<file path="src/rtl/sprite_compositor_pkg.sv">
// Shared video constants, display modes and the pixel colour payload for the Pong video path.
package sprite_compositor_pkg;

    localparam int unsigned H_VIDEO = 640;
    localparam int unsigned V_VIDEO = 480;

    typedef enum logic [1:0] {
        MODE_GAME      = 2'd0,
        MODE_STARTUP   = 2'd1,
        MODE_GAME_OVER = 2'd2,
        MODE_BLANK     = 2'd3
    } mode_e;

    typedef struct packed {
        logic r;
        logic g;
        logic b;
    } rgb_t;

    localparam rgb_t WHITE = '{r: 1'b1, g: 1'b1, b: 1'b1};
    localparam rgb_t BLACK = '{r: 1'b0, g: 1'b0, b: 1'b0};

endpackage

</file>
<file path="src/rtl/sprite_compositor_hit_test.sv">
// Per-sprite stage-1 hit test against attributes shadowed at the frame boundary.
module sprite_compositor_hit_test #(
    parameter int unsigned COORD_W = 10
) (
    input  logic               clk_0,
    input  logic               rst,
    input  logic               capture,
    input  logic [COORD_W-1:0] pixel_x,
    input  logic [COORD_W-1:0] pixel_y,
    input  logic [COORD_W-1:0] spr_x,
    input  logic [COORD_W-1:0] spr_y,
    input  logic [COORD_W-1:0] spr_w,
    input  logic [COORD_W-1:0] spr_h,
    input  logic               spr_en,
    input  logic               spr_blink,
    input  logic               blink_on,
    output logic               hit
);

    logic [COORD_W-1:0] x_q, y_q, w_q, h_q;
    logic               en_q, blink_q;
    logic [COORD_W:0]   x_end_c, y_end_c;
    logic               in_rect_c;

    // Extra bit on the far edges keeps sprites touching the coordinate limit from wrapping.
    assign x_end_c   = {1'b0, x_q} + {1'b0, w_q};
    assign y_end_c   = {1'b0, y_q} + {1'b0, h_q};
    assign in_rect_c = (pixel_x >= x_q) && ({1'b0, pixel_x} < x_end_c)
                    && (pixel_y >= y_q) && ({1'b0, pixel_y} < y_end_c);

    always_ff @(posedge clk_0 or negedge rst) begin
        if (!rst) begin
            x_q     <= '0;
            y_q     <= '0;
            w_q     <= '0;
            h_q     <= '0;
            en_q    <= 1'b0;
            blink_q <= 1'b0;
            hit     <= 1'b0;
        end else begin
            if (capture) begin
                x_q     <= spr_x;
                y_q     <= spr_y;
                w_q     <= spr_w;
                h_q     <= spr_h;
                en_q    <= spr_en;
                blink_q <= spr_blink;
            end
            hit <= in_rect_c && en_q && (!blink_q || blink_on);
        end
    end

endmodule

</file>
<file path="src/rtl/sprite_compositor.sv">
// N-sprite pixel compositor: frame-shadowed attributes, blink and net counters, 2-stage pipeline to RGB.
module sprite_compositor
    import sprite_compositor_pkg::*;
#(
    parameter int unsigned NUM_SPRITES  = 4,
    parameter int unsigned COORD_W      = 10,
    parameter int unsigned H_VIDEO_P    = H_VIDEO,
    parameter int unsigned V_VIDEO_P    = V_VIDEO,
    parameter int unsigned NET_WIDTH    = 12,
    parameter int unsigned NET_PERIOD   = 24,
    parameter int unsigned NET_ON       = 12,
    parameter int unsigned NET_PHASE    = 18,
    parameter int unsigned BLINK_FRAMES = 16,
    parameter logic [2:0]  BG_COLOR     = 3'b000
) (
    input  logic                           clk_0,
    input  logic                           rst,
    input  logic [COORD_W-1:0]             pixel_x,
    input  logic [COORD_W-1:0]             pixel_y,
    input  logic                           video_on,
    input  logic [NUM_SPRITES*COORD_W-1:0] spr_x,
    input  logic [NUM_SPRITES*COORD_W-1:0] spr_y,
    input  logic [NUM_SPRITES*COORD_W-1:0] spr_w,
    input  logic [NUM_SPRITES*COORD_W-1:0] spr_h,
    input  logic [NUM_SPRITES-1:0]         spr_en,
    input  logic [NUM_SPRITES-1:0]         spr_blink,
    input  logic [NUM_SPRITES*3-1:0]       spr_color,
    input  logic                           net_en,
    input  logic                           score_pixel,
    input  logic                           text_pixel,
    input  logic [1:0]                     mode,
    output logic                           frame_start,
    output logic                           red,
    output logic                           green,
    output logic                           blue
);

    localparam int unsigned BLINK_W = $clog2(2 * BLINK_FRAMES);
    localparam int unsigned NET_W   = $clog2(NET_PERIOD);
    localparam int unsigned NET_LO  = H_VIDEO_P / 2 - NET_WIDTH / 2;
    localparam int unsigned NET_HI  = H_VIDEO_P / 2 + NET_WIDTH / 2 - 1;

    logic                     boundary_c, origin_c, blink_on_c, net_hit_c;
    logic [BLINK_W-1:0]       blink_cnt;
    logic [NET_W-1:0]         net_cnt;
    logic [NUM_SPRITES*3-1:0] color_q;
    mode_e                    mode_q;
    logic                     net_en_q;
    logic [NUM_SPRITES-1:0]   hit_s1;
    logic                     net_s1, score_s1, text_s1, video_s1;
    rgb_t                     pix_c;

    assign boundary_c = (pixel_x == '0) && (pixel_y == COORD_W'(V_VIDEO_P));
    assign origin_c   = (pixel_x == '0) && (pixel_y == '0);
    assign blink_on_c = blink_cnt < BLINK_W'(BLINK_FRAMES);
    assign net_hit_c  = (net_cnt < NET_W'(NET_ON))
                     && (pixel_x >= COORD_W'(NET_LO)) && (pixel_x <= COORD_W'(NET_HI));

    // Frame-level state: boundary pulse, blink phase and shadowed global attributes.
    always_ff @(posedge clk_0 or negedge rst) begin
        if (!rst) begin
            frame_start <= 1'b0;
            blink_cnt   <= '0;
            color_q     <= '0;
            mode_q      <= MODE_BLANK;
            net_en_q    <= 1'b0;
        end else begin
            frame_start <= boundary_c;
            if (boundary_c) begin
                blink_cnt <= (blink_cnt == BLINK_W'(2 * BLINK_FRAMES - 1)) ? '0
                                                                           : blink_cnt + BLINK_W'(1);
                color_q   <= spr_color;
                mode_q    <= mode_e'(mode);
                net_en_q  <= net_en;
            end
        end
    end

    // Dash phase of the centre net, one step per active line.
    always_ff @(posedge clk_0 or negedge rst) begin
        if (!rst) begin
            net_cnt <= '0;
        end else if (origin_c) begin
            net_cnt <= NET_W'(NET_PHASE);
        end else if ((pixel_x == '0) && video_on) begin
            net_cnt <= (net_cnt == NET_W'(NET_PERIOD - 1)) ? '0 : net_cnt + NET_W'(1);
        end
    end

    for (genvar g = 0; g < NUM_SPRITES; g++) begin : g_spr
        sprite_compositor_hit_test #(
            .COORD_W (COORD_W)
        ) u_hit (
            .clk_0     (clk_0),
            .rst       (rst),
            .capture   (boundary_c),
            .pixel_x   (pixel_x),
            .pixel_y   (pixel_y),
            .spr_x     (spr_x[g*COORD_W +: COORD_W]),
            .spr_y     (spr_y[g*COORD_W +: COORD_W]),
            .spr_w     (spr_w[g*COORD_W +: COORD_W]),
            .spr_h     (spr_h[g*COORD_W +: COORD_W]),
            .spr_en    (spr_en[g]),
            .spr_blink (spr_blink[g]),
            .blink_on  (blink_on_c),
            .hit       (hit_s1[g])
        );
    end

    always_ff @(posedge clk_0 or negedge rst) begin
        if (!rst) begin
            net_s1   <= 1'b0;
            score_s1 <= 1'b0;
            text_s1  <= 1'b0;
            video_s1 <= 1'b0;
        end else begin
            net_s1   <= net_hit_c;
            score_s1 <= score_pixel;
            text_s1  <= text_pixel;
            video_s1 <= video_on;
        end
    end

    // Stage-2 priority: later assignments win, so sprite 0 is applied last.
    always_comb begin
        pix_c = rgb_t'(BG_COLOR);
        if (!video_s1) begin
            pix_c = BLACK;
        end else begin
            case (mode_q)
                MODE_STARTUP, MODE_GAME_OVER: pix_c = text_s1 ? WHITE : rgb_t'(BG_COLOR);
                MODE_GAME: begin
                    if (net_s1 && net_en_q) pix_c = WHITE;
                    if (score_s1)           pix_c = WHITE;
                    for (int i = int'(NUM_SPRITES) - 1; i >= 0; i--) begin
                        if (hit_s1[i]) pix_c = rgb_t'(color_q[i*3 +: 3]);
                    end
                end
                default: pix_c = rgb_t'(BG_COLOR);
            endcase
        end
    end

    always_ff @(posedge clk_0 or negedge rst) begin
        if (!rst) begin
            red   <= 1'b0;
            green <= 1'b0;
            blue  <= 1'b0;
        end else begin
            red   <= pix_c.r;
            green <= pix_c.g;
            blue  <= pix_c.b;
        end
    end

endmodule
</file>
<file path="config.mk">
export PLATFORM = sky130hd
export DESIGN_NAME = sprite_compositor
export DESIGN_NICKNAME = d
export VERILOG_FILES = /design/src/rtl/sprite_compositor_pkg.sv /design/src/rtl/sprite_compositor_hit_test.sv /design/src/rtl/sprite_compositor.sv
export SDC_FILE = /design/constraint.sdc
export NUM_CORES = 1
export LEC_CHECK = 0
export BUFFER_PORTS_ARGS = -buffer_cell sky130_fd_sc_hd__buf_2
export CAP_MARGIN = 20
export CORE_UTILIZATION = 50
export DETAILED_ROUTE_END_ITERATION = 10
export PLACE_DENSITY = 0.82
export SETUP_SLACK_MARGIN = 0.4
export SYNTH_ARGS = -nofsm -noshare
export SYNTH_HDL_FRONTEND = slang
export SYNTH_SLANG_ARGS = --single-unit
</file>
<file path="constraint.sdc">
create_clock -name clk_0 -period 2.85 [get_ports clk_0]
set_input_delay 0.285 -clock clk_0 [delete_from_list [all_inputs] [get_ports clk_0]]
set_output_delay 0.285 -clock clk_0 [all_outputs]
set_load 0.005 [all_outputs]
</file>
# Yosys cells after proc, flatten, opt, wreduce, memory -nomap -nowiden
# Index checks and enable logic that the tools add are counted.
# classes
n_lt_le_gt_ge	20
eq_ne	5
add_sub_neg	10
reduce_logical	39
muxes	13
# op_table
operator	n
$add A10 B10 Y11	8
$lt A10 B11 Y1	8
$ge A10 B10 Y1	8
$logic_and A1 B1 Y1	26
$mux W3	8
$logic_not A10 Y1	2
$mux W5	4
$add A5 B1 Y5 const B	2
$eq A10 B9 Y1 const B	1
$eq A5 B5 Y1 const B	2
$ge A10 B9 Y1 const B	1
$le A10 B9 Y1 const B	1
$pmux W3 S2	1
$lt A5 B4 Y1 const B	1
$lt A5 B5 Y1 const B	1
$logic_not A1 Y1	4
$logic_or A1 B1 Y1	4
$eq A2 B1 Y1 const B	1
$eq A2 B2 Y1 const B	1
$logic_not A2 Y1	1
$reduce_bool A2 Y1	1
$reduce_or A2 Y1	1
# word_totals
elab_cells	128
output_inout_bits	4
regBits	205

# Depth between registers and ports, before layout
# Gate-level depths: netlist of run 1.
# depth
depth_word	9
depth_mapped	14
depth_no_buf	14

# Cells and area by module
# From an unflattened synthesis of run 1, not the netlist that was laid out.
# unflattened
hier_cells	1423
area_unflattened_um2	14403.8
# by_module_without_submodules
module	n_inst	seq_area_each_um2	cells_each	area_per_inst_um2
sprite_compositor_hit_test (g_spr[0].u_hit ...)	3	1076.0	323	3194.3
sprite_compositor_hit_test (g_spr[1].u_hit)	1	1076.0	322	3164.3
sprite_compositor	1	828.3	132	1656.6

# Worst setup path before layout of run 1
# No wires, ideal clock.
# synth_path
kind	register to register
startpoint	register g_spr[2].u_hit.x_q[0]
endpoint	register g_spr[2].u_hit.hit
setup_time_ps	94
slack_ps	-140
stages_incl_launch_ff	12
required_ps	2756
period_less_slack_ps	2990
arrival_time_ps	2896
path_cell_list	dfrtp_1 ha_1 fa_1 a21oi_1 o211ai_1 o41ai_1 xor2_1 ha_1 a2111oi_0 nand2_1 o221a_2 a211oi_1
# synth_between
elab_chain_len	7
elab_cells_between_ends	8
# synth_lines
item	line	rtl
from (decl)	sprite_compositor_hit_test.sv:20	logic [COORD_W-1:0] x_q, y_q, w_q, h_q;
from (signal assigned)	sprite_compositor_hit_test.sv:42	x_q <= spr_x;
$add A10 B10 Y11	sprite_compositor_hit_test.sv:26	assign x_end_c = {1'b0, x_q} + {1'b0, w_q};
$lt A10 B11 Y1	sprite_compositor_hit_test.sv:28	assign in_rect_c = (pixel_x >= x_q) && ({1'b0, pixel_x} < x_end_c)
$logic_and A1 B1 Y1 *	sprite_compositor_hit_test.sv:28	
$logic_and A1 B1 Y1 * (2 in series)	sprite_compositor_hit_test.sv:29	&& (pixel_y >= y_q) && ({1'b0, pixel_y} < y_end_c);
$logic_and A1 B1 Y1 * (2 in series)	sprite_compositor_hit_test.sv:49	hit <= in_rect_c && en_q && (!blink_q || blink_on);
to (signal assigned)	sprite_compositor_hit_test.sv:49	
to (decl)	sprite_compositor_hit_test.sv:17	output logic hit
# Mark *: on every way between the ends. The rest lies on a longest branch, timed or not.
# A chain may end at the register's enable or synchronous reset.

# Worst setup path after layout of run 1
# layout_path
startpoint	register g_spr[2].u_hit.w_q[0]
endpoint	register g_spr[2].u_hit.hit
# layout_between
elab_chain_len	7
# layout_lines
item	line	rtl
from (decl)	sprite_compositor_hit_test.sv:20	
from (signal assigned)	sprite_compositor_hit_test.sv:44	w_q <= spr_w;
$add A10 B10 Y11	sprite_compositor_hit_test.sv:26	
$lt A10 B11 Y1	sprite_compositor_hit_test.sv:28	
$logic_and A1 B1 Y1	sprite_compositor_hit_test.sv:28	
$logic_and A1 B1 Y1 (2 in series)	sprite_compositor_hit_test.sv:29	
$logic_and A1 B1 Y1 (2 in series)	sprite_compositor_hit_test.sv:49	
# No other way between the ends.

==> qor.csv, run 1 <==
stage,metric,value,unit
yosys,post-synthesis simple-gate area fraction,9.76,%
yosys,Yosys reg bits,205,
place,Cells after DPL,2020,
run,max cap viols,0,
yosys,number of synthesized flops with an enable pin,0,
yosys,xor and xnor area share after synthesis,3.81,%
floorplan,Die W,171,um
drt,drt first pass iters,5,
critical_path,crit start category,flip-flop,
timing,Final Setup Violations,4,
timing,Final Max Tran Viols,0,
clock_network,H-tree depth,1,
drt,routed wl met2,20900,um
finish,Layout Cells excl Fill,2264,
floorplan,die area,29200,um^2
drt,met3 wire length,2150,um
critical_path,crit path max fanout,2,
timing,Worst-Margin Slew,0.595,ns
drt,number of vias per cell,5.59,
yosys,Synth Area in Compound Gates,15.2,%
finish,"commonest non-fill, non-tap cell in the layout",ha_1,
yosys,sequential fraction of the synthesis area,36.0,%
yosys,Cells after Synth,1417,
yosys,post-synthesis adder-cell area fraction,21.9,%
global_route,Total GRT Usage,28.6,%
yosys,Synth area leaders,"dfrtp_1, ha_1, mux2_2",
place,post-place setup slack,-0.256,ns
place,Port Buffers,211,
yosys,"Cell Area, Synth",14300,um^2
yosys,Syn Nets,1870,
floorplan,Starting Density,51.1,%
clock_network,clock buffer depth,3,
critical_path,Worst Setup End Kind,flip-flop,
floorplan,row count,61,
yosys,leading area contributor after synthesis,dfrtp_1,
global_route,GRT overflow,0,
power,pwr/cell area,374,nW/um^2
timing,RSZ-0062 raised after global routing,yes,
place,dpl cell area,16100,um^2
place,Placer Congestion,0.889,
clock_network,root buf cell,clkbuf_16,
yosys,largest family of logic cells by synthesized area,adder cells,
power,LEAKAGE,9.81,nW
timing,relative slew slack,60.3,%
timing,fmax,323,MHz
drt,drc violations,0,
drt,via count,12700,
yosys,asr flop ratio synth,100,%
drt,Avg WL per Cell,18.3,um
yosys,Post-Syn Area per Cell,10.1,um^2
drt,drt total wl,41400,um
finish,share of cells above drive strength 1,25.7,%
finish,final instance area,19000,um^2
power,Max VDD drop,0.000431,V
status,status,finished with violations,
place,dpl hpwl,27400,um
clock_network,CTS tree,built,
floorplan,DIE HEIGHT,171,um
global_route,vias in the first global route,13400,
global_route,largest net degree at the start of global routing,70,
yosys,post-synth cell types,58,
finish,fin nets,2318,
clock_network,# clock sinks,205,
status,failing checks,negative setup slack,
worst_hold_path,Hold Path Class,input pin to flip-flop,
yosys,share of the synthesized area in the top cell type,35.6,%
critical_path,WP data required,3.29,ns
timing,final worst slack,-0.246,ns
finish,Fillers,1990,
global_route,first-pass GRT wire length,66000,um
yosys,post-synthesis mux area share,8.75,%
drt,met1 WL,16900,um
critical_path,Critical Setup Path Class,flip-flop to flip-flop,
timing,min cycle time layout,3.10,ns
drt,1st-iter DRT viols,761,
timing,skew final,0.0123,ns
yosys,ys flop type,dfrtp_1,
timing,Final Cycle Share,109,%
clock_network,CTS Buf Count,25,
yosys,Yosys warning count,0,
drt,uppermost layer routed,met4,
critical_path,WP data arrival,3.54,ns
clock_network,clk_lat worst skew,0.53,ns
timing,endpoints failing hold,0,
floorplan,core region area,27900,um^2
drt,Final ANT Viol Nets,0,
finish,area delta synth->final,33.3,%
floorplan,Top-Level Pins,212,
finish,final core utilization,68.1,%
global_route,antenna violations before repair,2,
finish,most frequent cells in the layout,"ha_1, buf_2, dfrtp_1",
clock_network,CTS clock-pin slew for the worst setup and hold paths,0.06,ns
-- timing repair --
item / CTS / global route
hold endpoints to repair: 241 / 0
gates resized for setup: 17 / 5
pin swaps: 19 / 23
setup endpoints to repair: 4 / 4
buffers inserted: 9 / 10
hold buffers: 177 / 0
cloned: 0 / 0
-- critical path, cell delays in order (launching register included) --
cell	delay, ns
dfrtp_1	0.43
ha_4	0.19
fa_2	0.38
a21oi_2	0.17
o211ai_1	0.17
o41ai_2	0.39
xor2_1	0.12
ha_1	0.36
a2111oi_4	0.30
nand2_1	0.09
o221a_2	0.28
a211oi_2	0.14
-- logic make-up after synthesis --
| kind of cell | Yosys count |
|---|---|
| compound gates | 352 |
| xor+xnor | 62 |
| fa+ha+maj | 245 |
| buf+inv | 140 |
| flops | 205 |
| mux | 111 |
| simple gates | 302 |
-- power by group --
part	switching [mW]	leakage (nW)	internal (mW)
clock network	1.32	0.443	2.25
logic	0.294	6.91	0.341
registers	0.00120	2.46	2.91
total	1.61	9.81	5.50
-- through the flow --
step	hold slack [ns]	power [mW]	setup TNS [ns]
after floorplan	-0.0106	3.08	0
after global placement	0.334	3.38	-0.245
after detailed placement	0.332	3.39	-0.619
after CTS	0.000458	7.15	-0.272
after global routing	0.0170	7.35	-1.16
final	0.0256	7.12	-0.604
-- Yosys cell counts, types with 5 or more instances --
cell,number
ha_1,237
dfrtp_1,203
o21ai_0,127
nand2_1,120
inv_1,110
mux2_2,110
a21oi_1,80
nor2_1,69
xor2_1,33
xnor2_1,29
nand3_1,23
o21a_1,23
nor3_1,22
nand2b_1,17
o21bai_1,17
a211oi_1,15
o211ai_1,14
nor2b_1,13
a211o_1,10
buf_6,10
o31ai_1,10
nor4_1,9
a31o_2,8
fa_1,8
buf_4,7
nand4_1,7
o21ai_1,7
a2111oi_0,6
clkbuf_1,6
a21o_1,5
buf_2,5
nor3b_1,5
o221ai_1,5
-- per-layer routing --
metal / up-vias / GRT usage (%)
met4: 0 / 10.4
met1: 6088 / 33.7
met5: - / 0
met3: 117 / 3.56
li1: 6009 / -
met2: 436 / 52.9
-- sequential cells by signal, indices dropped and copies added (netlist names), 2 cells and up --
signal,flops
g_spr.u_hit.x_q,40
net_cnt,5
mode_q,2
g_spr.u_hit.blink_q,4
g_spr.u_hit.hit,4
color_q,12
g_spr.u_hit.y_q,40
g_spr.u_hit.h_q,40
blink_cnt,5
g_spr.u_hit.w_q,40
g_spr.u_hit.en_q,4
-- layout make-up --
cell class              count  area, um^2  area share [%]
inverters                 110         413            2.17
diodes                      3        7.51          0.0395
multi-input cells        1072        8680            45.6
repair buffers            451        3380            17.8
clock inverters            16         246            1.30
well taps                 378         473            2.49
flip-flops and latches    205        5130            27.0
clock buffers              29         681            3.58
-- final timing paths --
check                                      start  cells past startpoint  slack [ns]                     to
min in group asynchronous                    rst                      2        0.33  g_spr[3].u_hit.h_q[5]
setup reg to reg           g_spr[2].u_hit.w_q[0]                     11       -0.25     g_spr[2].u_hit.hit
hold / removal                         spr_en[0]                      2        0.03    g_spr[0].u_hit.en_q
max in group asynchronous                    rst                      3        1.56  g_spr[2].u_hit.h_q[3]
hold reg to reg              g_spr[0].u_hit.en_q                      1        0.51    g_spr[0].u_hit.en_q
setup / recovery           g_spr[2].u_hit.w_q[0]                     11       -0.25     g_spr[2].u_hit.hit
Note: power is estimated with default switching activity, not from simulation.
==> inputs of run 2 (changes only) <==
ABC_AREA = 1   (was not set)
==> run 2 against run 1 <==
  * The run ends with negative hold slack left
  * Global-route usage increased by 1.4 points
  * Combinational power increased by 3.3%
  * Area after synthesis increased by 6.8%
  * Clock skew increased by 0.0015 ns
  * First-iteration DRC count increased by 65%
  * Register-to-register slack improved by 0.61 ns
  * Power decreased by 2.5%
  * Critical path depth increased by 6
  * Sequential cell count unchanged
  * Critical path type unchanged
  * Largest power group unchanged
==> qor.csv, run 2 <==
stage,metric,value,unit,change
yosys,Cells after Synth,2014,,+42%
global_route,antenna violations before repair,0,,-2
critical_path,Worst Setup End Kind,flip-flop,,
run,max cap viols,0,,unchanged
critical_path,cell family with most CP delay,compound AO/OA/AOI/OAI gates,,
power,sequential share of power,42.0,%,+1.0 points
clock_network,root buf cell,clkbuf_16,,
status,status,finished with violations,,
timing,Final Setup Violations,0,,-4
drt,drc violations,0,,unchanged
finish,fin nets,2870,,+24%
timing,Hold WS,-0.00433,ns,-0.0299 ns
finish,"commonest non-fill, non-tap cell in the layout",nand2_1,,
place,Port Buffers,211,,unchanged
timing,relative slew slack,58.3,%,-2.0 points
floorplan,core region area,29800,um^2,+6.7%
yosys,Synth area leaders,"dfrtp_1, ha_1, nand2_1",,
drt,drt first pass iters,5,,unchanged
worst_hold_path,Hold Path Class,input pin to flip-flop,,
power,Net Switching,1.68,mW,+4.4%
critical_path,R2R Setup Slk,0.36,ns,+0.61 ns
clock_network,clk_lat worst skew,0.53,ns,about the same
power,Power Total,6.94,mW,-2.5%
critical_path,CP peak stage delay,0.38,ns,-0.05 ns
floorplan,die area,31200,um^2,+6.7%
place,Cells after DPL,2591,,+28%
drt,via count,15400,,+21%
clock_network,CTS tree,built,,
global_route,first-pass GRT wire length,74300,um,+13%
global_route,largest net degree at the start of global routing,110,,+57%
yosys,leading area contributor after synthesis,dfrtp_1,,
timing,setup TNS,0,ns,+0.604 ns
yosys,number of synthesized flops with an enable pin,0,,unchanged
timing,skew final,0.0138,ns,+0.00148 ns
yosys,Syn Nets,2467,,+32%
drt,Avg WL per Cell,16.9,um,-7.9%
yosys,"Cell Area, Synth",15200,um^2,+6.8%
yosys,post-synth cell types,33,,-43%
floorplan,Die W,177,um,+3.3%
finish,most frequent cells in the layout,"nand2_1, buf_2, dfrtp_1",,
clock_network,# clock sinks,205,,unchanged
finish,Layout Cells excl Fill,2825,,+25%
yosys,Post-Syn Area per Cell,7.57,um^2,-25%
global_route,GRT overflow,0,,unchanged
floorplan,row count,63,,+3.3%
yosys,Yosys reg bits,205,,unchanged
yosys,most common cell in the netlist,nand2_1,,
floorplan,Top-Level Pins,212,,unchanged
timing,endpoints failing hold,1,,+1
clock_network,H-tree depth,1,,unchanged
drt,Final ANT Viol Nets,0,,unchanged
timing,Final Max Tran Viols,0,,unchanged
finish,share of cells above drive strength 1,16.3,%,-9.4 points
power,pwr/cell area,347,nW/um^2,-7.3%
finish,area delta synth->final,31.2,%,
yosys,Yosys warning count,0,,unchanged
critical_path,crit start category,flip-flop,,
critical_path,CP max-delay cell,dfrtp_1,,
timing,Worst-Margin Slew,0.625,ns,+0.0299 ns
critical_path,WP data arrival,2.95,ns,-0.59 ns
yosys,ys flop type,dfrtp_1,,
finish,ant diodes,0,,-3
critical_path,WP buf/inv,1,,+1
critical_path,crit path cell chain,"ha_2, a21oi_2, o21ai_0, a21oi_1, xor2_1, ha_1, nand2_1, inv_1, a21oi_1, nand2_1, nand2_1, nand2_1, nand2_1, nand2_1, nand2_1, nand2_1, nor2_1",,
status,failing checks,negative hold slack,,
finish,Fillers,2260,,+14%
critical_path,CP dominant cell by count,nand2_1,,
yosys,asr flop ratio synth,100,%,unchanged
place,dpl hpwl,31200,um,+14%
power,switch share,24.3,%,+1.6 points
timing,fmax,402,MHz,+25%
floorplan,Starting Density,51.2,%,+0.071 points
drt,1st-iter DRT viols,1255,,+65%
power,clock power share,48.5,%,-1.6 points
drt,drt total wl,47600,um,+15%
floorplan,DIE HEIGHT,177,um,+3.3%
critical_path,WP data required,3.31,ns,+0.02 ns
yosys,Post-synth top cells,"nand2_1, ha_1, inv_1",,
clock_network,CTS Buf Count,25,,unchanged
timing,RSZ-0062 raised after global routing,yes,,
power,P_int,5.25,mW,-4.6%
critical_path,Critical Setup Path Class,flip-flop to flip-flop,,
place,Placer Congestion,0.911,,+2.4%
global_route,vias in the first global route,15200,,+14%
power,LEAKAGE,11.3,nW,+15%
global_route,Total GRT Usage,30.0,%,+1.4 points
clock_network,clock buffer depth,3,,unchanged
yosys,share of the synthesized area in the top cell type,33.3,%,-2.3 points
timing,min cycle time layout,2.49,ns,-0.610 ns
yosys,sequential fraction of the synthesis area,33.7,%,-2.3 points
power,Max VDD drop,0.000382,V,-11%
clock_network,CTS clock-pin slew for the worst setup and hold paths,0.07,ns,about the same
drt,number of vias per cell,5.43,,-2.7%
critical_path,crit path max fanout,6,,+4
timing,Final Cycle Share,87.2,%,-21 points
power,part of the power in combinational logic,9.5,%,+0.6 points
==> run 2: path summary, 6_finish.rpt <==
| check | start | endpoint | cells after the start |
|---|---|---|---|
| min reg2reg | g_spr[2].u_hit.blink_q | g_spr[2].u_hit.blink_q | 2 |
| min in group asynchronous | rst | g_spr[3].u_hit.h_q[1] | 2 |
| max in group asynchronous | rst | g_spr[1].u_hit.x_q[7] | 3 |
| max reg2reg | g_spr[0].u_hit.w_q[2] | g_spr[0].u_hit.hit | 17 |
| min | spr_x[38] | g_spr[3].u_hit.x_q[8] | 3 |
| max | g_spr[0].u_hit.w_q[2] | g_spr[0].u_hit.hit | 17 |
==> run 2: metal layers <==
metal / vias up / wire length (um) / track usage (%) / share of wire (%)
met5: - / 0 / 0 / 0
met4: 0 / 1660 / 10.7 / 3.5
met3: 136 / 3570 / 3.92 / 7.5
met2: 702 / 22500 / 51.3 / 47
met1: 7176 / 19900 / 38.7 / 42
li1: 7337 / - / - / -
==> run 2: worst min-delay path: cells and delay by family <==
family,cells,cell delay [ns]
buffers and inverters,1,0.09
AO/OA/AOI/OAI,1,0.06
AND/OR/NAND/NOR,1,0.05
==> run 2: logic make-up after synthesis <==
logic type	synth area share (%)
fa+ha+maj	20.5
flops	33.7
buf+inv	6.95
xor+xnor	3.79
compound gates	9.26
simple gates	25.8
==> run 2: layout make-up <==
cell class	instances	area, um^2	share of cell area [%]
clock buffers	30	654	3.27
flip-flops and latches	205	5130	25.7
well taps	390	488	2.44
clock inverters	15	203	1.01
repair buffers	417	3100	15.5
inverters	206	781	3.90
multi-input cells	1562	9640	48.2
==> run 2: what timing repair did <==
item | CTS | global route
hold buffers | 157 | 0
setup endpoints to repair | 4 | 4
endpoints found under the hold margin | 224 | 0
pin swaps | 31 | 39
gates cloned | 0 | 0
buffers inserted | 14 | 18
gates resized for setup | 55 | 55
==> run 2: power groups by stage <==
stage | Combinational [mW] | Clock (mW) | Sequential, mW
2_1_floorplan | 0.132 | 0 | 2.97
3_3_place_gp | 0.452 | 0 | 2.97
3_5_place_dp | 0.468 | 0 | 2.97
4_1_cts | 0.636 | 3.39 | 2.92
5_1_grt | 0.722 | 3.52 | 2.91
6_report | 0.657 | 3.36 | 2.92
==> run 2: metrics by stage <==
stage	area [um^2]	setup WS (ns)	utilization [%]
after CTS	19600	0.376	65.7
final	20000	0.364	67.1
after global routing	20000	0.169	67.1
after floorplan	15200	0.478	-
after detailed placement	16700	0.180	56.2
after global placement	16700	0.229	56.2
==> inputs of run 3 (changes only) <==
PLACE_DENSITY = 0.74   (was 0.82)
SETUP_SLACK_MARGIN = not set   (was 0.4)
==> run 3 against run 2 <==
  * The flow now finishes without violations
  * Clock-buffer cell count increased by 5
  * Power decreased by 3.1%
  * Die area unchanged
  * Via count decreased by 3.9%
  * Critical path depth increased by 1
  * Design area decreased by 3.8%
  * Hold slack improved by 0.025 ns
  * Global-route usage decreased by 1.1 points
  * Register-to-register slack got worse by 0.17 ns
  * Core utilization decreased by 2.5 points
==> qor.csv, run 3 (synthesis results as in run 2) <==
stage,metric,value,unit,change
global_route,GRT met3 Usage,4.07,%,+0.15 points
drt,drc violations,0,,unchanged
timing,min cycle time layout,2.66,ns,+0.173 ns
power,part of the power in combinational logic,9.8,%,+0.3 points
worst_hold_path,Hold Path Class,input pin to flip-flop,,
floorplan,Die W,177,um,unchanged
run,max cap viols,0,,unchanged
timing,Final Setup Violations,0,,unchanged
clock_network,CTS tree,built,,
clock_network,CTS Buf Count,25,,unchanged
status,status,"finished, final reports clean",,
power,clock power share,46.8,%,-1.7 points
finish,most frequent cells in the layout,"nand2_1, ha_1, buf_2",,
drt,Final ANT Viol Nets,0,,unchanged
timing,fmax,376,MHz,-6.5%
clock_network,H-tree depth,1,,unchanged
finish,"commonest non-fill, non-tap cell in the layout",nand2_1,,
global_route,Total GRT Usage,28.9,%,-1.1 points
drt,drt total wl,44700,um,-6.2%
critical_path,crit path max fanout,4,,-2
floorplan,Starting Density,51.2,%,unchanged
place,Port Buffers,211,,unchanged
timing,relative slew slack,55.5,%,-2.8 points
global_route,first-pass GRT wire length,71800,um,-3.4%
clock_network,clk_lat worst skew,0.54,ns,about the same
drt,drt first pass iters,5,,unchanged
critical_path,crit start category,flip-flop,,
floorplan,Top-Level Pins,212,,unchanged
clock_network,# clock sinks,205,,unchanged
power,P_int,5.08,mW,-3.3%
global_route,gr busiest metal,met2,,
drt,1st-iter DRT viols,890,,-29%
critical_path,WP data arrival,3.13,ns,+0.18 ns
floorplan,DIE HEIGHT,177,um,unchanged
place,dpl hpwl,31100,um,-0.47%
drt,number of vias per cell,5.26,,-3.2%
finish,area delta synth->final,26.3,%,
finish,share of cells above drive strength 1,11.8,%,-4.5 points
timing,endpoints failing hold,0,,-1
drt,Avg WL per Cell,15.9,um,-5.5%
global_route,antenna violations before repair,1,,+1
global_route,GR Layer Usage met2,49.0,%,-2.3 points
drt,via count,14800,,-3.9%
global_route,M1 GR Usage,38.4,%,-0.39 points
power,sequential share of power,43.4,%,+1.4 points
floorplan,die area,31200,um^2,unchanged
critical_path,r2r startpoint,g_spr[1].u_hit.h_q[0],,
timing,Worst-Margin Slew,0.668,ns,+0.0426 ns
power,Power Total,6.72,mW,-3.1%
timing,Final Cycle Share,93.3,%,+6.1 points
finish,ant diodes,0,,unchanged
critical_path,WP data required,3.32,ns,about the same
global_route,GRT overflow,0,,unchanged
critical_path,Critical Setup Path Class,flip-flop to flip-flop,,
power,Net Switching,1.64,mW,-2.4%
global_route,vias in the first global route,14600,,-3.9%
floorplan,row count,63,,unchanged
timing,skew final,0.0168,ns,+0.00308 ns
floorplan,core region area,29800,um^2,unchanged
timing,Hold WS,0.0202,ns,+0.0246 ns
timing,Final Max Tran Viols,0,,unchanged
power,Max VDD drop,0.000373,V,-2.5%
power,LEAKAGE,11.1,nW,-1.6%
clock_network,CTS clock-pin slew for the worst setup and hold paths,0.06,ns,about the same
critical_path,Crit. Startpoint,g_spr[1].u_hit.h_q[0],,
power,pwr/cell area,349,nW/um^2,+0.68%
place,Placer Congestion,0.933,,+2.4%
critical_path,Worst Setup End Kind,flip-flop,,
global_route,largest net degree at the start of global routing,110,,unchanged
finish,final core utilization,64.6,%,-2.5 points
worst_hold_path,Hold Crit Start,spr_x[0],,
clock_network,"Setup Fix Bufs, Post-CTS",0,,-14
clock_network,root buf cell,clkbuf_16,,
power,switch share,24.5,%,+0.17 points
clock_network,clock buffer depth,3,,unchanged
finish,fin nets,2850,,-0.70%
[run 3: layout make-up]
type                    count  area (um^2)
repair buffers            397         2960
clock buffers              35          713
well taps                 390          488
inverters                 206          781
flip-flops and latches    205         5130
multi-input cells        1562         9080
fillers                  2511        10600
clock inverters            10         85.1
[run 3: path summary, 6_finish.rpt]
| check | end | slack [ns] | depth (start not counted) |
|---|---|---|---|
| setup / recovery | g_spr[1].u_hit.hit | 0.19 | 18 |
| hold / removal | g_spr[0].u_hit.x_q[0] | 0.02 | 3 |
| setup reg to reg | g_spr[1].u_hit.hit | 0.19 | 18 |
| hold reg to reg | g_spr[3].u_hit.en_q | 0.48 | 2 |
| max in group asynchronous | mode_q[1] | 1.74 | 3 |
| min in group asynchronous | g_spr[3].u_hit.h_q[2] | 0.34 | 2 |
[run 3: metal layers]
| metal | part of all wire [%] | up-vias |
|---|---|---|
| met4 | 2.8 | 2 |
| met2 | 47 | 517 |
| met3 | 6.1 | 101 |
| met5 | 0.020 | - |
| li1 | - | 7313 |
| met1 | 45 | 6818 |
[run 3: worst max-delay path: stages, from the launching register on]
cell	delay, ns
dfrtp_1	0.40
ha_1	0.26
fa_1	0.43
inv_1	0.09
nor2_1	0.05
nor2_2	0.13
xor2_1	0.20
ha_1	0.27
nand2_1	0.09
inv_1	0.05
a21oi_1	0.17
nand2_1	0.07
nand2_1	0.05
nand2_1	0.04
nand2_1	0.05
nand2_1	0.04
nand2_1	0.05
nand2_1	0.05
nor2_1	0.08
[run 3: power groups by stage]
stage / logic [mW] / registers [mW] / clock network [mW]
4_1_cts: 0.645 / 2.92 / 3.20
6_report: 0.657 / 2.92 / 3.15
3_3_place_gp: 0.453 / 2.97 / 0
3_5_place_dp: 0.466 / 2.97 / 0
5_1_grt: 0.723 / 2.91 / 3.30
2_1_floorplan: 0.132 / 2.97 / 0
[run 3: repair_timing]
item / 4_1_cts / 5_1_grt
hold buffers: 169 / 0
gates resized for setup: 0 / 10
endpoints found under the setup margin: 0 / 4
endpoints found under the hold margin: 240 / 0
[run 3: through the flow]
stage | cells | area (um^2) | setup WS [ns] | TNS (ns)
4_1_cts | 2805 | 19200 | 0.203 | 0
5_1_grt | 2805 | 19200 | -0.0382 | -0.0382
3_3_place_gp | 2591 | 16700 | 0.300 | 0
6_report | 2805 | 19200 | 0.191 | 0
3_5_place_dp | 2591 | 16700 | 0.234 | 0
2_1_floorplan | 2014 | 15200 | 0.478 | 0
